==> config.mk <==
export PLATFORM = sky130hd
export DESIGN_NAME = ram_input_adapter
export DESIGN_NICKNAME = d
export VERILOG_FILES = /design/src/rtl/ram_if_pkg.sv /design/src/rtl/store_lane_decoder.sv /design/src/rtl/ram_input_adapter.sv
export SDC_FILE = /design/constraint.sdc
export NUM_CORES = 1
export LEC_CHECK = 0
export ABC_AREA = 1
export BUFFER_PORTS_ARGS = -buffer_cell sky130_fd_sc_hd__buf_2
export CORE_ASPECT_RATIO = 0.9
export CORE_MARGIN = 2
export CORE_UTILIZATION = 40
export DETAILED_ROUTE_END_ITERATION = 10
export PLACE_DENSITY_LB_ADDON = 0.05
export SLEW_MARGIN = 5
export SYNTH_ARGS = -nofsm -noshare
export SYNTH_HDL_FRONTEND = slang
export SYNTH_SLANG_ARGS = --single-unit
export TNS_END_PERCENT = 1
==> constraint.sdc <==
create_clock -name clk -period 0.89 [get_ports clk]
set_input_delay 0.178 -clock clk [delete_from_list [all_inputs] [get_ports clk]]
set_output_delay 0.178 -clock clk [all_outputs]
set_load 0.03 [all_outputs]
==> src/rtl/ram_if_pkg.sv <==
// ram_if_pkg: shared definitions for the data-RAM store path.
//   RAM_ADDR_W   - width of the RAM word address
//   SEL_*        - byte-lane select masks (bit i enables byte lane i)
//   store_size_t - store width as decoded from the Sb/Sh controls
package ram_if_pkg;

    localparam int unsigned RAM_ADDR_W = 10;

    localparam logic [3:0] SEL_WORD    = 4'hF;
    localparam logic [3:0] SEL_HALF_LO = 4'h3;
    localparam logic [3:0] SEL_HALF_HI = 4'hC;
    localparam logic [3:0] SEL_BYTE0   = 4'h1;

    typedef enum logic [1:0] {
        WORD,
        HALF,
        BYTE
    } store_size_t;

endpackage

==> src/rtl/store_lane_decoder.sv <==
// store_lane_decoder: combinational byte-lane select for a store.
// Ports:
//   size     - store width (WORD / HALF / BYTE)
//   byte_off - low two bits of the byte address
//   mem_sel  - 4-bit lane select, little-endian (offset k -> lane k)
module store_lane_decoder
    import ram_if_pkg::*;
(
    input  store_size_t size,
    input  logic [1:0]  byte_off,
    output logic [3:0]  mem_sel
);

    always_comb begin
        mem_sel = SEL_WORD;
        case (size)
            WORD:    mem_sel = SEL_WORD;
            // Bit 0 of the offset is dropped for halfwords: no misalignment trap.
            HALF:    mem_sel = byte_off[1] ? SEL_HALF_HI : SEL_HALF_LO;
            BYTE:    mem_sel = SEL_BYTE0 << byte_off;
            default: mem_sel = SEL_WORD;
        endcase
    end

endmodule

==> src/rtl/ram_input_adapter.sv <==
// ram_input_adapter: store-path adapter between execute stage and data RAM.
// Converts a byte address and store data into a registered RAM word address,
// lane-replicated write data and byte-lane select.
// Ports:
//   clk, rst      - clock (rising edge) and synchronous active-high reset
//   result1       - ALU byte address of the store
//   regfile_out2  - store data from register-file read port 2
//   Sh, Sb        - halfword / byte store (Sb wins when both set)
//   addr          - registered RAM word address (result1[11:2])
//   mem_in        - registered RAM write data, replicated across lanes
//   mem_sel       - registered byte-lane select
module ram_input_adapter
    import ram_if_pkg::*;
#(
    parameter int unsigned ADDR_BITS = 32,
    parameter int unsigned DATA_BITS = 32
) (
    input  logic                  clk,
    input  logic                  rst,
    input  logic [ADDR_BITS-1:0]  result1,
    input  logic [DATA_BITS-1:0]  regfile_out2,
    input  logic                  Sh,
    input  logic                  Sb,
    output logic [RAM_ADDR_W-1:0] addr,
    output logic [DATA_BITS-1:0]  mem_in,
    output logic [3:0]            mem_sel
);

    if (DATA_BITS != 32) begin : g_bad_data_bits
        $error("ram_input_adapter: DATA_BITS must be 32");
    end
    if (ADDR_BITS <= 12) begin : g_bad_addr_bits
        $error("ram_input_adapter: ADDR_BITS must exceed 12");
    end

    store_size_t           size;
    logic [3:0]            sel_d;
    logic [DATA_BITS-1:0]  data_d;
    logic [RAM_ADDR_W-1:0] addr_d;

    // Address bits above the 4 KiB window are intentionally discarded.
    logic unused_addr_hi;
    assign unused_addr_hi = ^result1[ADDR_BITS-1:12];

    always_comb begin
        if (Sb)      size = BYTE;
        else if (Sh) size = HALF;
        else         size = WORD;
    end

    store_lane_decoder u_lane_dec (
        .size     (size),
        .byte_off (result1[1:0]),
        .mem_sel  (sel_d)
    );

    // Replicate the store data so the selected lanes always carry it,
    // whatever the offset.
    always_comb begin
        data_d = regfile_out2;
        case (size)
            HALF:    data_d = {2{regfile_out2[15:0]}};
            BYTE:    data_d = {4{regfile_out2[7:0]}};
            default: data_d = regfile_out2;
        endcase
    end

    assign addr_d = result1[11:2];

    always_ff @(posedge clk) begin
        if (rst) begin
            addr    <= '0;
            mem_in  <= '0;
            mem_sel <= '0;
        end else begin
            addr    <= addr_d;
            mem_in  <= data_d;
            mem_sel <= sel_d;
        end
    end

endmodule

==> results of run 1 <==
## worst max-delay path by stage
stage / slack (ns) / end
after detailed placement: -0.09 / mem_in[24]
after CTS: -0.05 / mem_in[11]
after global routing: -0.08 / mem_in[9]
final: -0.05 / addr[8]
after floorplan: 0.14 / mem_in[28]
after global placement: -0.06 / mem_in[31]
## synth_stat cells (all sizes together)
| cell | count | area (um2) |
|---|---|---|
| a21oi | 10 | 50.05 |
| buf | 7 | 62.56 |
| dfxtp | 46 | 920.9 |
| inv | 30 | 117.6 |
| nand2 | 42 | 157.7 |
| nor2 | 54 | 212.7 |
| o21ai | 9 | 56.31 |
## per-layer routing
metal  track usage  share of wire
met5             0              0
met4       0.05048         0.0047
met3       0.08320          0.087
met2        0.3298           0.50
met1        0.2080           0.41
## cell families after synthesis
logic type / after synthesis
simple gates: 96
flops: 46
buf+inv: 37
compound gates: 19
## power groups by stage
stage	clock, W	combinational [W]	sequential, W
2_1_floorplan	0	0.000237	0.00254
3_3_place_gp	0	0.000804	0.00226
3_5_place_dp	0	0.000812	0.00227
4_1_cts	0.00132	0.000966	0.00228
5_1_grt	0.00143	0.00104	0.00229
6_report	0.00129	0.000957	0.00227
## state kept, by name, indices dropped and copies added, names as in the netlist
signal,cells
addr,10
mem_in,32
mem_sel,4
## area by class of cell
type | instances | area, um2 | area share
clock buffer | 7 | 86.33 | 0.03389
clock inverter | 1 | 5.005 | 0.001965
inverter | 30 | 117.6 | 0.04617
multi-input combinational | 115 | 476.7 | 0.1871
sequential | 46 | 978.4 | 0.3841
tap | 46 | 57.56 | 0.02259
timing repair buffer | 101 | 825.8 | 0.3242
## metrics by stage
step	cell area, um2	total power [W]	utilization
after global placement	2111	0.003068	0.5618
after global routing	2547	0.004754	0.6780
after detailed placement	2111	0.003077	0.5618
after CTS	2547	0.004566	0.6780
final	2547	0.004523	0.6780
after floorplan	1578	0.002777	-
## layout by cell type, fill, tap and decap left out, drive strengths merged
cell / n
o21ai: 9
nand2: 42
buf: 101
nor2: 54
clkbuf: 7
inv: 30
a21oi: 10
dfxtp: 46
clkinv: 1
## what timing repair did
action	CTS	global route
setup endpoints to repair	46	46
gates cloned	0	0
endpoints found under the hold margin	0	0
buffers inserted	0	0
resized for setup	138	0
==> flow_summary.yaml, run 1 <==
logic_synthesis:
  ys_seq_area_frac: 0.5837
  yosysWarnings: 0
  synthXorXnorAreaFrac: 0
  synthMuxAreaShare: 0
  avgSynthCellArea_um2: 7.969
  yosys.area_share.adder: 0
  synth_top_family_by_area: "simple AND/OR/NAND/NOR gates"
  syn-num-nets: 266
  syn_area_um2: 1578
  ys_ff_latch: 46
  synth_simple_gate_area_share: 0.2347
  synth_compound_area_frac: 0.06741
  yosysUniqueCellTypes: 14
  syn_inst: 198
layout:
  fillers: 330
  area_growth_syn_to_layout_pct: 61.46
  finalNonFillerCells: 346
  nNetsFinal: 367
  diodes: 0
  drive_gt1_frac: 0.5400
setup_path:
  cp.depth: 1
  critical_path.top_delay_family: "flip-flops"
  path_max_fanout: 1
  crit_chain: "buf_6"
  slowest_delay_ns: 0.34
  crit_type: "flop to output port"
  critPathSlowestCell: "dfxtp_2"
  setup.worst_path.start: "addr[8]"
  crit_arrival_ns: 0.76
  start_kind: "flop"
  endpoint_kind: "output port"
  worstPathRequired_ns: 0.71
  timing.critical_path.buf_inv: 1
drt:
  routed_wl_um: 3802
  drtIter0Drc: 28
  wl_per_cell_um: 10.99
  vias_per_cell: 4.373
  dr.pass1.iters: 5
  drc: 0
  antenna_left: 0
  num_vias: 1513
placed_design:
  hpwl_um: 2750
  gp_congestion: 0.7164
  pre_cts_ws_ns: -0.08669
  place_inst: 338
  io_buffers: 93
status:
  violations: "negative setup slack"
  outcome: "complete, but fails checks"
min_path:
  holdCritStartpoint: "result1[2]"
  hold_path_end: "addr[0]"
  hold_depth: 3
  hp-class: "input port to flop"
timing:
  rsz0062_at_grt: "true"
  setup_ws_ns: -0.04624
  slew_headroom: 0.8557
  slew_violations: 0
  fin_setup_tns_ns: -1.485
  period_needed_ns: 0.9362
  fmax_mhz: 1068
  finalCritPeriodShare: 1.052
  hold_viol: 0
  hold_ws_ns: 0.07281
  tightest_slew_ns: 0.2161
  setup_viol: 46
cts:
  clk_pin_slew_worst_paths_ns: 0.08
  clock_sinks: 46
  cts-root-buf: "clkbuf_8"
  h-tree-depth: 2
  cts_hold_buffers: 0
  cts_buffers: 5
  cts_tree: "yes"
  clock_path_buffers: 2
die:
  initial_core_util: 0.4199
  io_pins: 114
  core-area_um2: 3757
  die_area_um2: 4463
  rows: 21
  die_w_um: 70.20
  die_h_um: 63.58
power_and_ir_drop:
  internal_power_w: 0.003267
  p_seq_frac: 0.503
  p_comb_frac: 0.212
  peakVddDrop_uv: 1159
  power.leakage_nw: 1.366
  p_switching_w: 0.001256
  p_per_area_nw_per_um2: 1776
  clockPowerShare: 0.286
  switching_share: 0.2777
flow_run:
  cap_violations: 0
global_route:
  track_usage: 0.1884
  antenna_found_initial: 0
  grt_max_degree: 19
  grt_pass1_vias: 1561
  grt_pass1_wl_um: 6479
  gr-total-overflow: 0
Note: power is estimated with default switching activity, not from simulation.
==> inputs of run 2 (changes only) <==
--- a/config.mk
+++ b/config.mk
@@ -9,11 +9,12 @@
 export BUFFER_PORTS_ARGS = -buffer_cell sky130_fd_sc_hd__buf_2
 export CORE_ASPECT_RATIO = 0.9
 export CORE_MARGIN = 2
-export CORE_UTILIZATION = 40
+export CORE_UTILIZATION = 41
 export DETAILED_ROUTE_END_ITERATION = 10
 export PLACE_DENSITY_LB_ADDON = 0.05
 export SLEW_MARGIN = 5
 export SYNTH_ARGS = -nofsm -noshare
 export SYNTH_HDL_FRONTEND = slang
+export SYNTH_HIERARCHICAL = 1
 export SYNTH_SLANG_ARGS = --single-unit
 export TNS_END_PERCENT = 1
==> flow_summary.yaml, run 2 <==
layout:
  nNetsFinal: 388
  layout.area.seq_um2: 978.4
  largest_register_ffs: 32
  drive_gt1_frac: 0.5172
  finalNonFillerCells: 367
  area_growth_syn_to_layout_pct: 59.54
  final_area_um2: 2679
  layout_commonest_cell: "buf_2"
  regMostFlops: "mem_in"
  diodes: 0
  final_util: 0.6712
  fillers: 375
  reg_top3: "mem_in x32, addr x10, mem_sel x4"
  layout_common_cells: "buf_2 (47), nor2_1 (46), dfxtp_2 (46), buf_6 (46), nand2_1 (43)"
  multi_input_area_um2: 561.8
cts:
  cts_tree: "yes"
  cts-root-buf: "clkbuf_8"
  post-cts-setup-buffers: 0
  clk_pin_slew_worst_paths_ns: 0.08
  h-tree-depth: 2
  cts_buffers: 5
  cts_hold_buffers: 0
  clock_sinks: 46
  clock_path_buffers: 2
  cts_resized: 138
power_and_ir_drop:
  peakVddDrop_uv: 977.8
  p_per_area_nw_per_um2: 1729
  power.leakage_nw: 1.444
  finalPower_w: 0.004633
global_route:
  track_usage: 0.1786
  grt_pass1_wl_um: 6354
  grt_pass1_vias: 1446
  antenna_found_initial: 0
  grt_max_degree: 19
  gr-total-overflow: 0
placed_design:
  gp_congestion: 0.7351
  place_inst: 359
  place_area_um2: 2238
  hpwl_um: 2890
  pre_cts_ws_ns: -0.1793
  io_buffers: 93
drt:
  wl_per_cell_um: 10.82
  antenna_left: 0
  num_vias: 1606
  vias_per_cell: 4.376
  dr.pass1.iters: 4
  drtIter0Drc: 80
  drc: 0
  routed_wl_um: 3972
setup_path:
  worstPathRequired_ns: 0.71
  crit_chain: "buf_6"
  crit_arrival_ns: 0.77
  timing.critical_path.buf_inv: 1
  slowest_delay_ns: 0.35
  critical_path.top_delay_family: "flip-flops"
  endpoint_kind: "output port"
  crit_type: "flop to output port"
  start_kind: "flop"
  critPathSlowestCell: "dfxtp_2"
  path_max_fanout: 1
logic_synthesis:
  synthXorXnorAreaFrac: 0
  ys.flop_type: "dfxtp_1"
  synthMostInstantiatedCell: "nor2_1"
  yosysWarnings: 6
  syn_inst: 217
  synth_top_area_cell: "dfxtp_1"
  synth_common_cells: "nor2_1 (47), dfxtp_1 (46), nand2_1 (43)"
  yosysUniqueCellTypes: 15
  syn-num-nets: 287
  ys_seq_area_frac: 0.5484
  yosys.area_share.adder: 0.01490
  synth_top_family_by_area: "simple AND/OR/NAND/NOR gates"
  synthMuxAreaShare: 0
  avgSynthCellArea_um2: 7.738
  syn_area_um2: 1679
  yosys-top-cells-area: "dfxtp_1 (55%), nor2_1 (11%), nand2_1 (9.6%)"
  synth_simple_gate_area_share: 0.2548
  synth_compound_area_frac: 0.05291
  ys_ff_latch: 46
  synthArstFlopShare: 0
  synth_edf_count: 0
  synth_top_area_frac: 0.5484
min_path:
  hp-class: "input port to flop"
timing:
  slew_headroom: 0.8277
  fmax_mhz: 1054
  tightest_slew_ns: 0.2581
  setup_ws_ns: -0.05843
  hold_viol: 0
  finalCritPeriodShare: 1.066
  slew_violations: 0
  period_needed_ns: 0.9484
  rsz0062_at_grt: "true"
  setup_viol: 46
die:
  core-area_um2: 3991
  die_h_um: 64.71
  initial_core_util: 0.4207
  rows: 22
  die_w_um: 71.46
  io_pins: 114
  die_area_um2: 4624
status:
  violations: "negative setup slack"
  outcome: "complete, but fails checks"
flow_run:
  cap_violations: 0
-- run 2: changes by cell type in the layout (fill, tap and decap cells not counted), moves of 2 or more --
cell,before,now
a21oi_1,10,8
buf_4,7,9
inv_1,27,34
inv_2,1,4
inv_4,2,0
nand3_1,0,6
nor2_1,52,46
nor3_1,0,8
o21ai_1,6,8
o21ai_2,3,0
-- run 2: metrics by stage --
stage | TNS, ns | hold WS (ns)
final | -1.642 | 0.06769
after global routing | -3.175 | 0.05700
after CTS | -2.173 | 0.05883
after detailed placement | -3.827 | 0.3848
after global placement | -3.763 | 0.3771
after floorplan | -0.8014 | 0.2850
-- run 2: final cells by class --
| cell class | instances | share of cell area |
|---|---|---|
| repair buffers | 103 | 0.3139 |
| multi-input cells | 124 | 0.2097 |
| well taps | 48 | 0.02242 |
| inverters | 38 | 0.05325 |
| clock inverters | 2 | 0.004671 |
| clock buffers | 6 | 0.03083 |
| flip-flops and latches | 46 | 0.3652 |
-- run 2: path summary, 6_finish.rpt --
kind	from	to	slack [ns]	cells past startpoint
min	result1[6]	addr[4]	0.07	3
max	mem_in[6]	mem_in[6]	-0.06	1
-- run 2: cell families after synthesis --
group	after synthesis
simple gates	105
buf+inv	47
flops	46
compound gates	17
fa+ha+maj	2
-- run 2: layer usage --
layer | up-vias | global-route usage | wire [um]
li1 | 843 | - | -
met1 | 701 | 0.2157 | 1763
met2 | 55 | 0.2894 | 1838
met3 | 7 | 0.06843 | 313
met4 | 0 | 0.06368 | 56
met5 | - | 0 | 0
-- run 2: report_power, final --
part	switching, W	total (W)	leakage [nW]	internal [W]
clock	0.000685	0.00131	0.0472	0.000624
combinational	0.000578	0.00104	1.00	0.000463
sequential	0.0000623	0.00228	0.395	0.00222
total	0.00133	0.00463	1.44	0.00331
